### config.mk
export PLATFORM = sky130hd
export DESIGN_NAME = axi4stream_output_serializer_flat
export DESIGN_NICKNAME = d
export VERILOG_FILES = /design/src/rtl/axi4stream_output_serializer_if.sv /design/src/rtl/axi4stream_output_serializer.sv /design/src/flat_wrapper.sv
export SDC_FILE = /design/constraint.sdc
export NUM_CORES = 1
export LEC_CHECK = 0
export ABC_CLOCK_PERIOD_IN_PS = 4500
export BUFFER_PORTS_ARGS = -buffer_cell sky130_fd_sc_hd__buf_2
export CAP_MARGIN = 20
export CORE_UTILIZATION = 54
export CTS_CLUSTER_SIZE = 28
export DETAILED_ROUTE_END_ITERATION = 8
export GPL_ROUTABILITY_DRIVEN = 0
export GPL_TIMING_DRIVEN = 0
export PLACE_DENSITY = 0.7
export SYNTH_ARGS = -nofsm -noshare
export SYNTH_HDL_FRONTEND = slang
export SYNTH_SLANG_ARGS = --single-unit
export TNS_END_PERCENT = 10
### constraint.sdc
create_clock -name aclk -period 4.5 [get_ports aclk]
set_input_delay 0.675 -clock aclk [delete_from_list [all_inputs] [get_ports aclk]]
set_output_delay 0.675 -clock aclk [all_outputs]
set_load 0.02 [all_outputs]
### src/rtl/axi4stream_output_serializer_if.sv
// axi4stream_output_serializer_if: frame input handshake plus AXI4-Stream output bundle.
// tkeep is present only when AXIS_SER_TKEEP_EN is defined.
interface axi4stream_output_serializer_if #(
  parameter int AXI_WIDTH    = 8,
  parameter int BUFFER_WIDTH = 80
);
  logic [BUFFER_WIDTH-1:0] input_buffer;
  logic                    input_buffer_valid;
  logic                    input_buffer_ready;
  logic [AXI_WIDTH-1:0]    tdata;
  logic                    tvalid;
  logic                    tlast;
  logic                    tready;
`ifdef AXIS_SER_TKEEP_EN
  logic [AXI_WIDTH/8-1:0]  tkeep;
  modport master (
    input  input_buffer, input_buffer_valid, tready,
    output input_buffer_ready, tdata, tvalid, tlast, tkeep
  );
  modport slave (
    output input_buffer, input_buffer_valid, tready,
    input  input_buffer_ready, tdata, tvalid, tlast, tkeep
  );
`else
  modport master (
    input  input_buffer, input_buffer_valid, tready,
    output input_buffer_ready, tdata, tvalid, tlast
  );
  modport slave (
    output input_buffer, input_buffer_valid, tready,
    input  input_buffer_ready, tdata, tvalid, tlast
  );
`endif
endinterface

### src/rtl/axi4stream_output_serializer.sv
// axi4stream_output_serializer: wide frame -> LSB-first AXI4-Stream beats with one-deep holding register.
// Optional tkeep output enabled by defining AXIS_SER_TKEEP_EN.
module axi4stream_output_serializer #(
  parameter int AXI_WIDTH       = 8,
  parameter int BUFFER_WIDTH    = 80,
  parameter int PACKETS_PER_TXN = 5
) (
  input  logic                            aclk,
  input  logic                            areset,
  axi4stream_output_serializer_if.master  s,
  output logic                            busy
);
  localparam int NUM_PACKETS = (BUFFER_WIDTH + AXI_WIDTH - 1) / AXI_WIDTH;
  localparam int SW  = NUM_PACKETS * AXI_WIDTH;
  localparam int BCW = NUM_PACKETS > 1 ? $clog2(NUM_PACKETS) : 1;
  localparam int TCW = PACKETS_PER_TXN > 1 ? $clog2(PACKETS_PER_TXN) : 1;
  typedef enum logic {IDLE, SEND} state_t;
  state_t                  state, state_n;
  logic [SW-1:0]           sh;
  logic [BUFFER_WIDTH-1:0] hold;
  logic                    hold_full;
  logic [BCW-1:0]          beat_cnt;
  logic [TCW-1:0]          txn_cnt;
  logic                    hs, last_beat, fin, take, load;
  // A load happens whenever the shifter is (or is about to become) free and a frame is available.
  always_comb begin
    last_beat = beat_cnt == BCW'(NUM_PACKETS - 1);
    hs        = s.tvalid && s.tready;
    fin       = hs && last_beat;
    take      = s.input_buffer_valid && s.input_buffer_ready;
    load      = (!s.tvalid || fin) && (hold_full || take);
    state_n   = load ? SEND : fin ? IDLE : state;
  end
  always_ff @(posedge aclk) begin
    if (areset) begin
      state     <= IDLE;
      sh        <= '0;
      hold      <= '0;
      hold_full <= 1'b0;
      beat_cnt  <= '0;
      txn_cnt   <= '0;
    end else begin
      state <= state_n;
      if (load) sh <= hold_full ? SW'(hold) : SW'(s.input_buffer);
      else if (hs) sh <= sh >> AXI_WIDTH;
      if (take && !load) begin
        hold      <= s.input_buffer;
        hold_full <= 1'b1;
      end else if (load && hold_full) hold_full <= 1'b0;
      if (hs) begin
        beat_cnt <= last_beat ? '0 : beat_cnt + 1'b1;
        txn_cnt  <= s.tlast ? '0 : txn_cnt + 1'b1;
      end
    end
  end
  assign s.tvalid             = state == SEND;
  assign s.tdata              = sh[AXI_WIDTH-1:0];
  assign s.tlast              = s.tvalid && (last_beat || txn_cnt == TCW'(PACKETS_PER_TXN - 1));
  assign s.input_buffer_ready = !hold_full;
  assign busy                 = s.tvalid || hold_full;
`ifdef AXIS_SER_TKEEP_EN
  localparam int KW         = AXI_WIDTH / 8;
  localparam int LAST_BYTES = (BUFFER_WIDTH - (NUM_PACKETS - 1) * AXI_WIDTH + 7) / 8;
  localparam logic [KW-1:0] LAST_KEEP = {KW{1'b1}} >> (KW - LAST_BYTES);
  assign s.tkeep = last_beat ? LAST_KEEP : {KW{1'b1}};
`endif
endmodule

### src/flat_wrapper.sv
// flat-port wrapper written by rule: the top's interface ports become plain ports
module axi4stream_output_serializer_flat 
#(
  parameter int AXI_WIDTH       = 8,
  parameter int BUFFER_WIDTH    = 80,
  parameter int PACKETS_PER_TXN = 5
)
  (aclk, areset, busy, s_input_buffer, s_input_buffer_valid, s_tready, s_input_buffer_ready, s_tdata, s_tvalid, s_tlast);
  axi4stream_output_serializer_if #(.AXI_WIDTH(AXI_WIDTH), .BUFFER_WIDTH(BUFFER_WIDTH)) s_i ();
  input  logic aclk;
  input  logic areset;
  output logic busy;
  input wire logic [$bits(s_i.input_buffer)-1:0] s_input_buffer;
  input wire logic [$bits(s_i.input_buffer_valid)-1:0] s_input_buffer_valid;
  input wire logic [$bits(s_i.tready)-1:0] s_tready;
  output wire logic [$bits(s_i.input_buffer_ready)-1:0] s_input_buffer_ready;
  output wire logic [$bits(s_i.tdata)-1:0] s_tdata;
  output wire logic [$bits(s_i.tvalid)-1:0] s_tvalid;
  output wire logic [$bits(s_i.tlast)-1:0] s_tlast;
  assign s_i.input_buffer = s_input_buffer;
  assign s_i.input_buffer_valid = s_input_buffer_valid;
  assign s_i.tready = s_tready;
  assign s_input_buffer_ready = s_i.input_buffer_ready;
  assign s_tdata = s_i.tdata;
  assign s_tvalid = s_i.tvalid;
  assign s_tlast = s_i.tlast;
  axi4stream_output_serializer #(.AXI_WIDTH(AXI_WIDTH), .BUFFER_WIDTH(BUFFER_WIDTH), .PACKETS_PER_TXN(PACKETS_PER_TXN)) u_core (.aclk(aclk), .areset(areset), .s(s_i), .busy(busy));
endmodule
==> metrics <==
Tcrit/Tclk final 57.0%; Starting DRT DRC Count roughly 380; RSZ-0062 raised after global routing no; die footprint ~17000 um2; Core Area 15800 um2; worst rel slew slack between 30% and 40%; critical path startpoint category flop; area grow syn2layout 16.2%; share of cells above drive strength 1 31.8%; peak supply drop 0.301 mV; port buffer count between 90 and 100; H-Tree Level Count 4; Ports 96; Post-synth EDFFs 0; Final Net Count 1069; Mapped Avg Cell Area between 10 and 15 um2; FF+latch count, synth between 150 and 200; fin cells about 1200; Yosys warning count 0; Crit Path Max Fanout 10; starting density of the core around 55%; Crit path required time around 3.8 ns; CTS root buf clkbuf_16; max cap viols 0; FP Rows 46; Synth Instances around 870; Worst Setup Path Type reg -> out; largest net degree at the start of global routing 17; Horiz. Die Dim ~130 um; vias post-DR just under 7000; placed cells roughly 1200; initial antenna violation count 0; GR Util All Layers around a quarter; WL/cell about 17 um; remaining global-route overflow 0; status finished, final reports clean; element type at the critical path end primary output; Post-CTS Resized 0; Min-Delay Path Class reg -> reg; CTS tree yes; Power Total 3.92 mW; Worst-Skew Late Latency roughly 0.43 ns; final hold viol count 0; vias per cell 5.56; clk_skew around 0.01 ns; Final min period roughly 2.6 ns; global-route wire length before repair roughly 34 mm; Clock Sinks ~170; Synth async-reset ratio 0%; Max Buffers Root-to-Sink 2; vias in the first global route 6419; TritonRoute pass-1 iters 5; Yosys cell types 45; top_reg_cell synth dfxtp_1; Synth top area share 38.9%; Final Setup Violations 0; pwr/cell area slightly below 400 nW/um2; Die Y roughly 130 um; reg2reg setup slack between 2 and 3 ns; HPWL Detailed between 10 and 15 mm; fmax around 0.4 GHz; leading area contributor after synthesis dfxtp_1; Fin Setup TNS 0 ns; Final WS setup about 1.9 ns; syn nets approximately 960; Fillers ~1400; most common library cell in the layout ignoring fill and taps dfxtp_1; Pleak between 4 and 5 nW; post-CTS setup buffer count 0; commonest cells after routing, fill and taps aside dfxtp_1, nand2_1, mux2i_1; Worst-path clk slew ~0.06 ns; cell area after synthesis 8690 um2; cts hold-fix bufs 0; Worst Max-Slew Pin Slew 0.906 ns; DR DRC count 0; antenna cells 0; ANT nets after route 0; Pins Over Slew Limit 0; Worst Path Arrival roughly 1.9 ns; Total Routed Length 21.2 mm; post-synthesis sequential area ratio 38.9%; total CTS buffers 17; dpl ws 1.89 ns; ranking of synthesized cells by area dfxtp_1, mux2i_1, a221oi_2, or3b_2, nand2_1
[worst max-delay path, cell delays in order (launching register included)]
cell and delay [ns]:
dfxtp_1 0.40, clkinv_1 0.46, clkbuf_1 0.37, buf_2 0.23
[routing by layer]
metal / up-vias / track usage (%) / share of wire [%]
met4: 0 / 8.58 / 1.9
met5: - / 0 / 0
met1: 3215 / 34.6 / 47
met3: 28 / 5.11 / 3.1
met2: 122 / 43.8 / 48
li1: 3379 / - / -
[power by group]
group | total, mW | switching [mW] | internal (mW)
Sequential | 1.67 | 0.0640 | 1.60
Clock | 1.65 | 0.590 | 1.06
Combinational | 0.604 | 0.334 | 0.270
[registers in the layout, indices dropped and copies added, names as in the netlist]
register and count:
u_core.beat_cnt 4, u_core.hold 80, u_core.hold_full 1, u_core.s.tvalid 1, u_core.sh 80, u_core.txn_cnt 3
[through the flow]
step | cell area [um2] | util, % | hold slack [ns]
finish | 10100 | 64.1 | 0.452
global route | 10100 | 64.1 | 0.466
CTS | 10100 | 64.1 | 0.456
detailed placement | 9440 | 59.8 | 0.445
global placement | 9440 | 59.8 | 0.440
floorplan | 8690 | - | 0.430
[final timing paths]
| path | start | to | cells past startpoint |
|---|---|---|---|
| worst max-delay path | u_core.hold_full | s_input_buffer_ready | 3 |
| worst min register to register | u_core.hold[64] | u_core.hold[64] | 2 |
| worst min-delay path | u_core.hold[64] | u_core.hold[64] | 2 |
| worst max register to register | u_core.hold_full | u_core.sh[44] | 5 |
[synthesized netlist by cell type (9+ instances only)]
master    number
dfxtp_1      169
mux2i_1      152
a31oi_1        9
clkbuf_1      47
buf_2         16
nand2_1      167
or3b_2        72
buf_6         10
buf_4         11
a221oi_2      70
o21ai_0       73
[cell families (layout without fill, tap and decap cells)]
kind of cell               count (synthesis)  in the layout  synth area share [%]
and+or+nand+nor                          267            267                  16.5
AOI/OAI and AO/OA                        176            176                  19.1
DFF                                      169            169                  38.9
muxes                                    152            152                  17.5
buffers and inverters                    101            228                  7.43
adders and majority gates                  2              2                 0.288
xor gates and xnor gates                   2              2                 0.202
[final cells by class]
cell class	count	area [um2]	share of cell area, %
Multi-Input combinational cell	599	4660	46.2
Sequential cell	169	3380	33.5
Buffer	95	623	6.17
Clock buffer	25	505	5.00
Timing Repair Buffer	95	475	4.71
Tap cell	216	270	2.67
Clock inverter	7	160	1.59
Inverter	6	22.5	0.223
Power figures use the tool's default switching activity.
